[src/rtl/mem_port_arbiter.sv]
// Single-port memory arbiter: shares one variable-latency memory between
// instruction fetch and MEM-stage data access, and generates pipeline stalls.
module mem_port_arbiter #(
    parameter int unsigned ADDR_W = 32,
    parameter int unsigned DATA_W = 32
) (
    input  logic              clk_i,
    input  logic              rst_i,
    input  logic              if_req_i,
    input  logic [ADDR_W-1:0] if_addr_i,
    output logic [DATA_W-1:0] if_rdata_o,
    output logic              if_ready_o,
    input  logic              dm_read_i,
    input  logic              dm_write_i,
    input  logic [ADDR_W-1:0] dm_addr_i,
    input  logic [DATA_W-1:0] dm_wdata_i,
    output logic [DATA_W-1:0] dm_rdata_o,
    output logic              dm_ready_o,
    output logic              stall_if_o,
    output logic              stall_mem_o,
    output logic              mem_req_o,
    output logic              mem_we_o,
    output logic [ADDR_W-1:0] mem_addr_o,
    output logic [DATA_W-1:0] mem_wdata_o,
    input  logic              mem_ack_i,
    input  logic [DATA_W-1:0] mem_rdata_i,
    output logic [31:0]       stall_cnt_o
);

    typedef enum logic [1:0] {IDLE, DATA, FETCH, DONE} state_t;
    typedef enum logic {GRANT_DATA, GRANT_FETCH} grant_t;

    state_t state, state_nxt;
    grant_t last_grant;
    logic   dm_pend;
    logic   grant_dm;
    logic   grant_if;
    logic   ack_data;
    logic   ack_fetch;

    always_ff @(posedge clk_i or negedge rst_i) begin
        if (!rst_i) begin
            state      <= IDLE;
            last_grant <= GRANT_FETCH;
        end else begin
            state <= state_nxt;
            if (ack_data)
                last_grant <= GRANT_DATA;
            else if (ack_fetch)
                last_grant <= GRANT_FETCH;
        end
    end

    // On a tie, data wins unless it was the last requester served.
    always_comb begin
        state_nxt = state;
        grant_dm  = 1'b0;
        grant_if  = 1'b0;
        ack_data  = 1'b0;
        ack_fetch = 1'b0;
        unique case (state)
            IDLE: begin
                grant_dm = dm_pend & (~if_req_i | (last_grant == GRANT_FETCH));
                grant_if = if_req_i & ~grant_dm;
                if (grant_dm)
                    state_nxt = DATA;
                else if (grant_if)
                    state_nxt = FETCH;
            end
            DATA: begin
                ack_data = mem_ack_i;
                if (mem_ack_i)
                    state_nxt = DONE;
            end
            FETCH: begin
                ack_fetch = mem_ack_i;
                if (mem_ack_i)
                    state_nxt = DONE;
            end
            DONE:    state_nxt = IDLE;
            default: state_nxt = IDLE;
        endcase
    end

    always_comb begin
        dm_pend     = dm_read_i | dm_write_i;
        stall_mem_o = dm_pend & ~dm_ready_o;
        stall_if_o  = (if_req_i & ~if_ready_o) | stall_mem_o;
    end

    always_ff @(posedge clk_i or negedge rst_i) begin
        if (!rst_i) begin
            mem_req_o   <= 1'b0;
            mem_we_o    <= 1'b0;
            mem_addr_o  <= '0;
            mem_wdata_o <= '0;
            if_rdata_o  <= '0;
            dm_rdata_o  <= '0;
            if_ready_o  <= 1'b0;
            dm_ready_o  <= 1'b0;
            stall_cnt_o <= '0;
        end else begin
            if_ready_o <= 1'b0;
            dm_ready_o <= 1'b0;
            if (grant_dm) begin
                mem_req_o   <= 1'b1;
                mem_we_o    <= dm_write_i;
                mem_addr_o  <= dm_addr_i;
                mem_wdata_o <= dm_wdata_i;
            end else if (grant_if) begin
                mem_req_o   <= 1'b1;
                mem_we_o    <= 1'b0;
                mem_addr_o  <= if_addr_i;
                mem_wdata_o <= '0;
            end
            if (ack_data) begin
                mem_req_o  <= 1'b0;
                dm_ready_o <= 1'b1;
                if (!mem_we_o)
                    dm_rdata_o <= mem_rdata_i;
            end
            if (ack_fetch) begin
                mem_req_o  <= 1'b0;
                if_ready_o <= 1'b1;
                if_rdata_o <= mem_rdata_i;
            end
            if ((stall_if_o | stall_mem_o) && (stall_cnt_o != '1))
                stall_cnt_o <= stall_cnt_o + 32'd1;
        end
    end

endmodule

[config.mk]
export PLATFORM = sky130hd
export DESIGN_NAME = mem_port_arbiter
export DESIGN_NICKNAME = d
export VERILOG_FILES = /design/src/rtl/mem_port_arbiter.sv
export SDC_FILE = /design/constraint.sdc
export NUM_CORES = 1
export LEC_CHECK = 0
export CAP_MARGIN = 25
export CORE_ASPECT_RATIO = 0.7
export CORE_MARGIN = 5
export CORE_UTILIZATION = 46
export DETAILED_ROUTE_END_ITERATION = 7
export PLACE_DENSITY = 0.91
export SLEW_MARGIN = 20
export SYNTH_ARGS = -nofsm -noshare
export SYNTH_HDL_FRONTEND = slang
export SYNTH_SLANG_ARGS = --single-unit
export TNS_END_PERCENT = 30
[constraint.sdc]
create_clock -name clk_i -period 2.8 [get_ports clk_i]
set_input_delay 0.84 -clock clk_i [delete_from_list [all_inputs] [get_ports clk_i]]
set_output_delay 0.84 -clock clk_i [all_outputs]
set_load 0.005 [all_outputs]
==> results of run 1 <==
==> layout make-up <==
type,count,area [sq um],area share (%)
Clock inverter,13,146,1.35
Tap cell,195,244,2.26
Antenna cell,1,2.50,0.0232
Clock buffer,19,443,4.10
Sequential cell,167,4180,38.7
Timing Repair Buffer,317,3200,29.6
Multi-Input combinational cell,328,2560,23.7
Inverter,8,30.0,0.278
==> kinds of logic (layout without fill, tap and decap cells) <==
group / after synthesis / count (layout)
buffers and inverters: 36 / 357
muxes: 67 / 67
AOI/OAI and AO/OA: 112 / 112
and+or+nand+nor: 115 / 115
xor gates and xnor gates: 29 / 29
adders and majority gates: 5 / 5
other: 0 / 1
DFF: 167 / 167
==> state kept, by name, indices dropped and copies added, names as in the netlist <==
| signal | cells |
|---|---|
| mem_we_o | 1 |
| stall_cnt_o | 32 |
| last_grant | 1 |
| mem_wdata_o | 32 |
| mem_req_o | 1 |
| mem_addr_o | 32 |
| if_rdata_o | 32 |
| state | 2 |
| dm_rdata_o | 32 |
| dm_ready_o | 1 |
| if_ready_o | 1 |
==> metal layers <==
metal	up-vias	part of all wire [%]	GRT usage (%)
met3	45	8.2	7.32
met2	216	48	37.6
met5	-	0	0
li1	2558	-	-
met1	2744	40	29.7
met4	0	3.6	10.3
==> metrics by stage <==
stage,setup slack [ns],instances
global route,0.0119,1047
global placement,-0.274,1014
floorplan,0.475,531
finish,0.0315,1048
CTS,-0.00885,1047
detailed placement,-0.308,1015
==> critical path: cells and delay by family <==
kind | cells | cell delay (ns)
buffers and inverters | 3 | 0.85
AOI/OAI and AO/OA | 1 | 0.23
==> how the worst max path moves through the flow <==
stage	startpoint	to	slack, ns
after floorplan	dm_read_i	stall_if_o	0.48
after global placement	dm_read_i	stall_if_o	-0.27
after detailed placement	dm_read_i	stall_if_o	-0.31
after CTS	if_req_i	stall_if_o	-0.009
after global routing	dm_read_i	stall_mem_o	0.01
final	dm_read_i	stall_mem_o	0.03
==> cells in the final DEF (no fill, tap or decap), types with 4 or more instances in the layout <==
cell / Yosys / layout
a21oi_1: 4 / 4
and4_1: 4 / 4
dfrtp_1: 166 / 166
ha_1: 5 / 5
nand2_1: 43 / 43
o21ai_1: 17 / 17
xnor2_1: 23 / 23
buf_4: 0 / 12
nor2_1: 8 / 7
clkinvlp_4: 0 / 5
clkbuf_16: 0 / 17
inv_1: 7 / 7
buf_12: 0 / 6
o22ai_1: 32 / 32
mux2_2: 64 / 64
xor2_1: 6 / 6
nand3_1: 15 / 15
nand4_1: 9 / 9
and3_1: 10 / 10
o21ai_0: 17 / 17
a22o_1: 33 / 33
clkdlybuf4s50_1: 0 / 295
==> timing repair <==
item | in CTS | in global routing
gates cloned | 0 | 0
endpoints found under the setup margin | 2 | 1
pin swaps | 0 | 1
gates resized for setup | 4 | 3
buffers inserted | 0 | 0
==> power by group through the flow <==
stage	clock network [uW]	logic, uW	registers (uW)
after floorplan	0	1690	4000
after detailed placement	0	4550	3980
after CTS	2390	4590	3970
final	2330	4540	3970
after global routing	2480	4870	4100
after global placement	0	4400	3930
==> flow_metrics.tcl, run 1 <==
set metrics [dict create \
    syn_to_final_growth_pct 57.5 \
    critPathCaptureType "primary output" \
    arrival_ns 1.93 \
    finalPower_uw 10800 \
    cts_buffers 17 \
    cts-root-buf "clkbuf_16" \
    ff2ff_path_depth 7 \
    ctsHoldBuffers 0 \
    die_w_microns 156 \
    synth-xor-area-share_pct 3.70 \
    p_int_uw 7540 \
    synth.largest_area_cell "dfrtp_1" \
    antenna_found_initial 0 \
    clock_sinks 167 \
    drtPass1Iterations 4 \
    port-buffer-count 299 \
    avgSynthCellArea_sq_um 12.9 \
    ios 300 \
    cts.clk_slew.worst_paths_ns 0.06 \
    synth_common_cells "dfrtp_1 (166), mux2_2 (64), nand2_1 (43), a22o_1 (33), o22ai_1 (32)" \
    route.detailed.drc 0 \
    cts_tree "built" \
    rows 37 \
    synth_edf_count 0 \
    gr-total-overflow 0 \
    r2r-end "mem_wdata_o[2]" \
    cts_buffer_depth 2 \
    yosysSeqAreaShare_pct 60.9 \
    vias 5563 \
    final_util_pct 73.7 \
    synth_flop_cell "dfrtp_1" \
    n_fill_cell 967 \
    synthSimpleGateAreaFrac_pct 9.74 \
    h-tree-depth 4 \
    whs_ns 0.368 \
    hold_viol_final 0 \
    ys_async_sr_fraction_pct 100 \
    cp_max_fo 3 \
    switchingPower_uw 3300 \
    routed_wl_microns 20800 \
    synth_mux_area_share_pct 11.0 \
    fin_tns_setup_ns 0 \
    start_util_pct 46.8 \
    synth-warning-count 0 \
    via_per_inst 5.31 \
    setup_viol 0 \
    cpMaxStageDelayCell "clkdlybuf4s50_1" \
    required_ns 1.96 \
    drtIter0Drc 259 \
    grtUsageTotal_pct 23.6 \
    clkPwrFrac_pct 21.5 \
    grt_pass1_wl_microns 32200 \
    r2r_slack_ns 0.73 \
    crit_chain "dlygate4sd2_1 > o21ba_4 > buf_4 > clkdlybuf4s50_1" \
    power.density_nw_per_um2 1000 \
    yosys.cell_types.count 48 \
    synth_compound_area_share_pct 11.6 \
    placed_area_sq_um 10200 \
    wl_per_cell_microns 19.8 \
    p_leak_uw 0.00456 \
    drt.antenna.violating_nets 0 \
    max-vdd-ir-drop_uv 684 \
    synth_top_family_by_area "compound AO/OA/AOI/OAI gates" \
    clk_latency_ns 0.42 \
    die-area_sq_um 17500 \
    design_area_sq_um 10800 \
    synth_top_area_share_pct 60.5 \
    die_y_microns 112 \
    synth_seq_cells 167 \
    syn_nets 670 \
    path_class "in2out" \
    yosys-top-cells-area "dfrtp_1 (61%), mux2_2 (11%), a22o_1 (4.2%)" \
    fin_skew_ns 0.00711 \
    relSlewSlack_pct 65.8 \
    min_period_ns 2.77 \
    syn_inst 531 \
    rsz0062_at_grt "false" \
    maxCapViolations 0 \
    core_sq_um 14700 \
    synth_most_common_cell "dfrtp_1" \
    slew_viol_final 0 \
    hold_path.class "in2async" \
    grt_pass1_vias 5902 \
    synth.cell_area_sq_um 6860 \
    fin_crit_sh_pct 98.9 \
    synth-adder-area-share_pct 0.912 \
    grt_max_degree 53 \
    status "complete, no violations" \
    start_kind "input pin" \
    nets 978 \
    dpl.hpwl_microns 15500 \
    drive_gt1_share_pct 16.7 \
    power.share.combinational_pct 41.9 \
    fmax_mhz 361 \
    gp_congestion 0.894 \
    r2r-start "state[1]" \
    slowest_delay_ns 0.44 \
    seqPwrFrac_pct 36.6 \
    worstMarginPinSlew_ns 0.511 \
    switching_share_pct 30.5 \
]
Power figures use the tool's default switching activity.
==> run 2, diff against run 1 <==
--- a/config.mk
+++ b/config.mk
@@ -5,12 +5,13 @@
 export SDC_FILE = /design/constraint.sdc
 export NUM_CORES = 1
 export LEC_CHECK = 0
-export CAP_MARGIN = 25
+export CAP_MARGIN = 20
 export CORE_ASPECT_RATIO = 0.7
 export CORE_MARGIN = 5
 export CORE_UTILIZATION = 46
 export DETAILED_ROUTE_END_ITERATION = 7
 export PLACE_DENSITY = 0.91
+export SKIP_LAST_GASP = 1
 export SLEW_MARGIN = 20
 export SYNTH_ARGS = -nofsm -noshare
 export SYNTH_HDL_FRONTEND = slang
==> results of run 2 <==
Final layout, timing and power as in run 1 (identical DEF).
